File: src/rtl/approx_mul_ha_pipe_if.sv
// Streaming operand/result bundle for approx_mul_ha_pipe.
// The source drives through master; the multiplier sits on slave.
interface approx_mul_ha_pipe_if #(
  parameter int N = 8
);
  logic           in_valid;
  logic           in_ready;
  logic           approx_en;
  logic [N-1:0]   x;
  logic [N-1:0]   y;
  logic           out_valid;
  logic           out_ready;
  logic [2*N-1:0] p;
  logic [2*N-1:0] p_exact;
  logic           mismatch;

  modport master (
    output in_valid, approx_en, x, y, out_ready,
    input  in_ready, out_valid, p, p_exact, mismatch
  );

  modport slave (
    input  in_valid, approx_en, x, y, out_ready,
    output in_ready, out_valid, p, p_exact, mismatch
  );
endinterface

File: src/rtl/approx_mul_ha_pipe.sv
// Two-stage unsigned NxN approximate multiplier: per-cell programmable half-adder
// compression of row pairs (S1), then final summation and mismatch flagging (S2).
module approx_mul_ha_pipe #(
  parameter int N     = 8,
  parameter int CNT_W = 16
) (
  input  logic               clk,
  input  logic               rst_n,
  input  logic [N*(N-1)-1:0] cfg_mode,
  input  logic               cfg_load,
  input  logic               cnt_clr,
  output logic [CNT_W-1:0]   mismatch_cnt,
  approx_mul_ha_pipe_if.slave bus
);

  localparam int PAIRS   = N / 2;
  localparam int CELLS   = N - 1;
  localparam int MODE_W  = N * (N - 1);
  localparam int PAIR_W  = 2 * N;        // {b[N-2:0], t[N:0]}
  localparam int SUM_W   = 2 * N + 1;

  generate
    if ((N < 4) || ((N % 2) != 0)) begin : g_bad_n
      $error("approx_mul_ha_pipe: N must be even and >= 4");
    end
  endgenerate

  typedef enum logic [1:0] {
    HA_EXACT  = 2'b00,
    HA_OR     = 2'b01,
    HA_ACARRY = 2'b10,
    HA_ELIM   = 2'b11
  } ha_mode_e;

  // Returns {carry, sum} for one configurable half-adder cell.
  function automatic logic [1:0] ha_cell(input logic [1:0] mode, input logic a, input logic b);
    logic [1:0] cs;
    case (mode)
      HA_EXACT:  cs = {a & b, a ^ b};
      HA_OR:     cs = {1'b0, a | b};
      HA_ACARRY: cs = {a, 1'b0};
      default:   cs = 2'b00;
    endcase
    return cs;
  endfunction

  // Compresses rows 2k (row_lo) and 2k+1 (row_hi) into {b, t}.
  function automatic logic [PAIR_W-1:0] compress_pair(
    input logic [N-1:0]         row_lo,
    input logic [N-1:0]         row_hi,
    input logic [2*CELLS-1:0]   modes
  );
    logic [N:0]   t;
    logic [N-2:0] bv;
    logic [1:0]   cs;
    t      = '0;
    bv     = '0;
    t[0]   = row_lo[0];
    bv[N-2] = row_hi[N-1];
    for (int j = 0; j < CELLS; j++) begin
      cs       = ha_cell(modes[2*j +: 2], row_lo[j+1], row_hi[j]);
      t[j+1]   = cs[0];
      if (j < N - 2) bv[j] = cs[1];
      else           t[N]  = cs[1];
    end
    return {bv, t};
  endfunction

  // ---------------------------------------------------------------------------
  // Handshake
  // ---------------------------------------------------------------------------
  logic s1_valid;
  logic s1_load;
  logic s2_load;
  logic accept;

  assign s2_load      = !bus.out_valid || bus.out_ready;
  assign s1_load      = !s1_valid || s2_load;
  assign bus.in_ready = s1_load;
  assign accept       = bus.in_valid && s1_load;

  // ---------------------------------------------------------------------------
  // Mode register
  // ---------------------------------------------------------------------------
  logic [MODE_W-1:0] mode_q;

  // NOTE: sequential state is written with <= so every register samples the
  // pre-edge values; a blocking = here would leak new values into same-edge reads.
  always_ff @(posedge clk or negedge rst_n) begin
    if (!rst_n)        mode_q <= '0;
    else if (cfg_load) mode_q <= cfg_mode;
  end

  // ---------------------------------------------------------------------------
  // Stage 1 input logic: partial products and row-pair compression
  // ---------------------------------------------------------------------------
  logic [MODE_W-1:0]             eff_mode;
  logic [PAIRS-1:0][PAIR_W-1:0]  pair_d;
  logic [2*N-1:0]                exact_d;

  assign eff_mode = bus.approx_en ? mode_q : '0;
  assign exact_d  = (2*N)'(bus.x) * (2*N)'(bus.y);

  // NOTE: the default assignment ahead of the loop guarantees every bit is
  // written on every pass, so no latch can be inferred.
  always_comb begin
    pair_d = '0;
    for (int k = 0; k < PAIRS; k++) begin
      pair_d[k] = compress_pair(bus.y & {N{bus.x[2*k]}},
                                bus.y & {N{bus.x[2*k+1]}},
                                eff_mode[2*CELLS*k +: 2*CELLS]);
    end
  end

  logic [PAIRS-1:0][PAIR_W-1:0] s1_pair;
  logic [2*N-1:0]               s1_exact;

  // NOTE: the data registers are reset as well as the valid bits, so the
  // outputs read a defined zero after reset instead of stale pipeline contents.
  always_ff @(posedge clk or negedge rst_n) begin
    if (!rst_n) begin
      s1_valid <= 1'b0;
      s1_pair  <= '0;
      s1_exact <= '0;
    end else if (s1_load) begin
      s1_valid <= accept;
      if (accept) begin
        s1_pair  <= pair_d;
        s1_exact <= exact_d;
      end
    end
  end

  // ---------------------------------------------------------------------------
  // Stage 2 input logic: weighted sum of pair values with saturation
  // ---------------------------------------------------------------------------
  logic [SUM_W-1:0] sum_w;
  logic [2*N-1:0]   p_d;
  logic             mismatch_d;

  always_comb begin
    sum_w = '0;
    for (int k = 0; k < PAIRS; k++) begin
      sum_w = sum_w + ((SUM_W'(s1_pair[k][N:0]) +
                        (SUM_W'(s1_pair[k][PAIR_W-1:N+1]) << 2)) << (2*k));
    end
  end

  assign p_d        = sum_w[2*N] ? '1 : sum_w[2*N-1:0];
  assign mismatch_d = (p_d != s1_exact);

  always_ff @(posedge clk or negedge rst_n) begin
    if (!rst_n) begin
      bus.out_valid <= 1'b0;
      bus.p         <= '0;
      bus.p_exact   <= '0;
      bus.mismatch  <= 1'b0;
    end else if (s2_load) begin
      bus.out_valid <= s1_valid;
      if (s1_valid) begin
        bus.p        <= p_d;
        bus.p_exact  <= s1_exact;
        bus.mismatch <= mismatch_d;
      end
    end
  end

  // ---------------------------------------------------------------------------
  // Mismatch counter: counts delivered results only; clear has priority.
  // ---------------------------------------------------------------------------
  always_ff @(posedge clk or negedge rst_n) begin
    if (!rst_n) begin
      mismatch_cnt <= '0;
    end else if (cnt_clr) begin
      mismatch_cnt <= '0;
    end else if (bus.out_valid && bus.out_ready && bus.mismatch && (mismatch_cnt != '1)) begin
      mismatch_cnt <= mismatch_cnt + 1'b1;
    end
  end

endmodule

File: src/flat_wrapper.sv
// flat-port wrapper written by rule: the top's interface ports become plain ports
module approx_mul_ha_pipe_flat 
#(
  parameter int N     = 8,
  parameter int CNT_W = 16
)
  (clk, rst_n, cfg_mode, cfg_load, cnt_clr, mismatch_cnt, bus_in_valid, bus_approx_en, bus_x, bus_y, bus_out_ready, bus_in_ready, bus_out_valid, bus_p, bus_p_exact, bus_mismatch);
  approx_mul_ha_pipe_if #(.N(N)) bus_i ();
  input  logic clk;
  input  logic rst_n;
  input  logic [N*(N-1)-1:0] cfg_mode;
  input  logic cfg_load;
  input  logic cnt_clr;
  output logic [CNT_W-1:0] mismatch_cnt;
  input wire logic [$bits(bus_i.in_valid)-1:0] bus_in_valid;
  input wire logic [$bits(bus_i.approx_en)-1:0] bus_approx_en;
  input wire logic [$bits(bus_i.x)-1:0] bus_x;
  input wire logic [$bits(bus_i.y)-1:0] bus_y;
  input wire logic [$bits(bus_i.out_ready)-1:0] bus_out_ready;
  output wire logic [$bits(bus_i.in_ready)-1:0] bus_in_ready;
  output wire logic [$bits(bus_i.out_valid)-1:0] bus_out_valid;
  output wire logic [$bits(bus_i.p)-1:0] bus_p;
  output wire logic [$bits(bus_i.p_exact)-1:0] bus_p_exact;
  output wire logic [$bits(bus_i.mismatch)-1:0] bus_mismatch;
  assign bus_i.in_valid = bus_in_valid;
  assign bus_i.approx_en = bus_approx_en;
  assign bus_i.x = bus_x;
  assign bus_i.y = bus_y;
  assign bus_i.out_ready = bus_out_ready;
  assign bus_in_ready = bus_i.in_ready;
  assign bus_out_valid = bus_i.out_valid;
  assign bus_p = bus_i.p;
  assign bus_p_exact = bus_i.p_exact;
  assign bus_mismatch = bus_i.mismatch;
  approx_mul_ha_pipe #(.N(N), .CNT_W(CNT_W)) u_core (.clk(clk), .rst_n(rst_n), .cfg_mode(cfg_mode), .cfg_load(cfg_load), .cnt_clr(cnt_clr), .mismatch_cnt(mismatch_cnt), .bus(bus_i));
endmodule
File: config.mk
export PLATFORM = sky130hd
export DESIGN_NAME = approx_mul_ha_pipe_flat
export DESIGN_NICKNAME = d
export VERILOG_FILES = /design/src/rtl/approx_mul_ha_pipe_if.sv /design/src/rtl/approx_mul_ha_pipe.sv /design/src/flat_wrapper.sv
export SDC_FILE = /design/constraint.sdc
export NUM_CORES = 1
export LEC_CHECK = 0
export ABC_CLOCK_PERIOD_IN_PS = 5200
export BUFFER_PORTS_ARGS = -buffer_cell sky130_fd_sc_hd__buf_2
export CAP_MARGIN = 20
export CORE_UTILIZATION = 62
export CTS_BUF_LIST = sky130_fd_sc_hd__clkbuf_8
export CTS_CLUSTER_DIAMETER = 50
export DETAILED_ROUTE_END_ITERATION = 16
export PLACE_DENSITY = 0.83
export SETUP_SLACK_MARGIN = 0.15
export SLEW_MARGIN = 20
export SYNTH_ARGS = -nofsm -noshare
export SYNTH_HDL_FRONTEND = slang
export SYNTH_SLANG_ARGS = --single-unit
File: constraint.sdc
create_clock -name clk -period 5.2 [get_ports clk]
set_input_delay 0 -clock clk [delete_from_list [all_inputs] [get_ports clk]]
set_output_delay 0 -clock clk [all_outputs]
set_load 0.01 [all_outputs]
==> out/metrics.csv <==
stage,metric,value,unit
floorplan,core,0.02109,sq mm
place,place_area,0.01418,sq mm
logic_synthesis,ys_ff_latch,186,
layout,num_antenna_cells,0,
timing,max_freq,209.0,MHz
global_route,grt.total_usage,30.00,%
floorplan,design.die.area,0.02216,sq mm
setup_path,start_kind,flop,
layout,synthToLayoutAreaGrowth,13.76,%
setup_path,critical_path_class,reg -> reg,
cts,cts_tree,yes,
detailed_routing,drc_errors,0,
logic_synthesis,syn_inst,1447,
logic_synthesis,synth_flop_cell,dfrtp_1,
setup_path,worst_setup_path_end_kind,flop,
logic_synthesis,ys_seq_area_share,34.81,%
logic_synthesis,syn-num-nets,1718,
logic_synthesis,yosysUniqueCellTypes,64,
min_path,worstHoldPathType,in -> reg,
power,ir_drop,228.9,uV
layout,utilization,72.14,%
floorplan,ios,130,
timing,rsz0062_at_grt,no,
setup_path,cp_data_required_time,5.55,ns
timing,fin_setup_tns,0,ns
layout,layout-drive-gt1-share,15.72,%
logic_synthesis,synth-async-reset-ratio,100.0,%
logic_synthesis,synth.avg_cell_area,9.242,sq um
layout,post-route-cell-area,0.01521,sq mm
cts,clock-sinks,186,
cts,clock_latency,0.48,ns
floorplan,start_util,63.42,%
timing,finalCritPeriodShare,92.01,%
floorplan,num_rows,53,
global_route,antenna_found_initial,0,
timing,finalSetupViolations,0,
detailed_routing,viasPerCell,5.807,
layout,layout_common_cells,"nand2_1, dfrtp_1, a21oi_1",
global_route,grt_max_degree,78,
cts,cts_root_buf,clkbuf_8,
power,power_density,391.3,mW/mm^2
timing,relSlewSlack,36.50,%
place,portBuffers,129,
place,dp_cells,1796,
timing,hold_viol,0,
logic_synthesis,syn_area,0.01337,sq mm
place,place.gp.congestion,0.8785,
detailed_routing,first_pass_iters,5,
detailed_routing,wl_per_cell,16.94,microns
detailed_routing,drt_iter0_drc,803,
place,hpwl,23570,microns
floorplan,dieHeight,148.9,microns
layout,fin_cells,1891,
layout,final_net_count,1874,
timing,holdWs,0.05758,ns
timing,drv_slew,0,
cts,htree_num_levels,4,
detailed_routing,ant_nets,0,
logic_synthesis,synth-edff-count,0,
cts,cts_made_buffers,17,
setup_path,cp.arrival,5.13,ns
power,p_leak,7.636,nW
setup_path,path_max_fanout,10,
global_route,grt_overflow,0,
floorplan,die_w,148.9,microns
detailed_routing,wirelength,32030,microns
timing,clock_skew,0.02025,ns
detailed_routing,vias,10980,
logic_synthesis,yosysWarnings,0,
run,maxCapViolations,0,
timing,period_minus_slack,4.785,ns
cts,clkTransAtPathRegs,0.11,ns
layout,final_common_cell,nand2_1,
cts,cts_setup_buffers,0,
run_status,status,"complete, no violations",
cts,cts_buffer_depth,2,
global_route,grt_pass1_wl,51850,microns
timing,tightest_slew,0.9524,ns
global_route,first_global_vias,10770,
-- flip-flops by register name, summed over array words and instances (netlist names) --
name,count
u_core.s1_exact,16
u_core.bus.out_valid,1
u_core.bus.p_exact,16
u_core.s1_valid,1
u_core.mismatch_cnt,16
u_core.bus.mismatch,1
u_core.s1_pair,63
u_core.mode_q,56
u_core.bus.p,16
-- routing by layer --
layer | track usage, % | share of wire, %
met5 | 0 | 0
met2 | 49.81 | 48
met3 | 4.801 | 5.6
met4 | 13.57 | 3.3
met1 | 38.71 | 44
-- timing repair --
| item | 4_1_cts | 5_1_grt |
|---|---|---|
| endpoints found under the setup margin | 0 | 1 |
| endpoints found under the hold margin | 149 | 0 |
| hold buffers | 63 | 0 |
| gates resized for setup | 0 | 4 |
-- cell usage after synthesis (all sizes together) (2+ instances only) --
master / count / area, sq um
nand2: 202 / 758.2
dfrtp: 186 / 4654
a21oi: 141 / 709.4
ha: 139 / 1739
inv: 138 / 518.0
o21ai: 97 / 485.5
mux2: 66 / 747.0
clkbuf: 56 / 210.2
nand2b: 54 / 337.8
fa: 53 / 1061
nor2: 50 / 211.5
xnor2: 30 / 262.8
nand3: 29 / 145.1
xor2: 27 / 236.5
nand3b: 22 / 165.2
nor3: 20 / 100.1
a21o: 13 / 105.1
and2: 12 / 75.07
o21bai: 11 / 82.58
nand4: 10 / 62.56
a211oi: 9 / 85.08
a31oi: 9 / 56.30
buf: 7 / 43.79
nor2b: 7 / 43.79
nor4b: 7 / 61.31
o21a: 5 / 37.54
or2: 5 / 31.28
nor4: 4 / 25.02
or3: 4 / 30.03
a22oi: 3 / 22.52
and3: 3 / 18.77
and4: 3 / 26.28
mux2i: 2 / 20.02
o2111ai: 2 / 17.52
o211a: 2 / 20.02
o22ai: 2 / 12.51
o311ai: 2 / 17.52
-- power breakdown --
part	internal (W)	leakage, nW	switching [W]
clock	0.000360	0.200	0.000609
sequential	0.00170	2.33	0.000235
combinational	0.00129	5.11	0.00176
total	0.00335	7.64	0.00260
-- cell type report --
cell class	instances	area (sq um)
clock buffers	17	234.0
clock inverters	15	155.1
fillers	1515	5874
inverters	138	518.0
multi-input cells	1060	7965
flip-flops and latches	186	4654
well taps	275	344.1
repair buffers	200	1343
-- worst max-delay path: stages (launching register included) --
cell and delay, ns:
dfrtp_1 0.40, ha_1 0.18, inv_1 0.05, fa_1 0.40, inv_1 0.08, a21oi_1 0.06, o21bai_1 0.19, xnor2_1 0.16
fa_1 0.47, fa_1 0.55, inv_1 0.05, ha_1 0.45, o21ai_1 0.15, a21o_4 0.24, a21oi_2 0.19, mux2_4 0.31
a211oi_1 0.24, o21ai_1 0.10, nor4_1 0.27, a21oi_1 0.11
-- kinds of logic (layout without fill, tap and decap cells) --
| logic type | count (synthesis) | after routing | synth area share [%] |
|---|---|---|---|
| XOR/XNOR | 57 | 57 | 3.733 |
| flip-flops | 186 | 186 | 34.81 |
| AND/OR/NAND/NOR | 434 | 434 | 15.77 |
| adder cells (fa/ha/maj) | 192 | 192 | 20.94 |
| multiplexers | 68 | 68 | 5.735 |
| AO/OA/AOI/OAI | 309 | 309 | 13.25 |
| buffers and inverters | 201 | 370 | 5.773 |
-- worst paths after layout --
kind / slack (ns) / endpoint / cells past startpoint / start
min: 0.06 / u_core.s1_pair[32] / 3 / bus_y[0]
max reg2reg: 0.42 / u_core.bus.mismatch / 19 / u_core.s1_pair[18]
min reg2reg: 0.48 / u_core.bus.p_exact[7] / 2 / u_core.bus.p_exact[7]
max: 0.42 / u_core.bus.mismatch / 19 / u_core.s1_pair[18]
min in group asynchronous: 0.09 / u_core.bus.p_exact[12] / 2 / rst_n
max in group asynchronous: 3.71 / u_core.s1_pair[12] / 3 / rst_n
-- metrics by stage --
step	worst slack [ns]	power, W
after floorplan	0.7423	0.004153
after global placement	0.5232	0.004845
after detailed placement	0.3861	0.004915
after CTS	0.3626	0.005923
after global routing	0.1524	0.006424
final	0.4155	0.005953
Power figures use the tool's default switching activity.
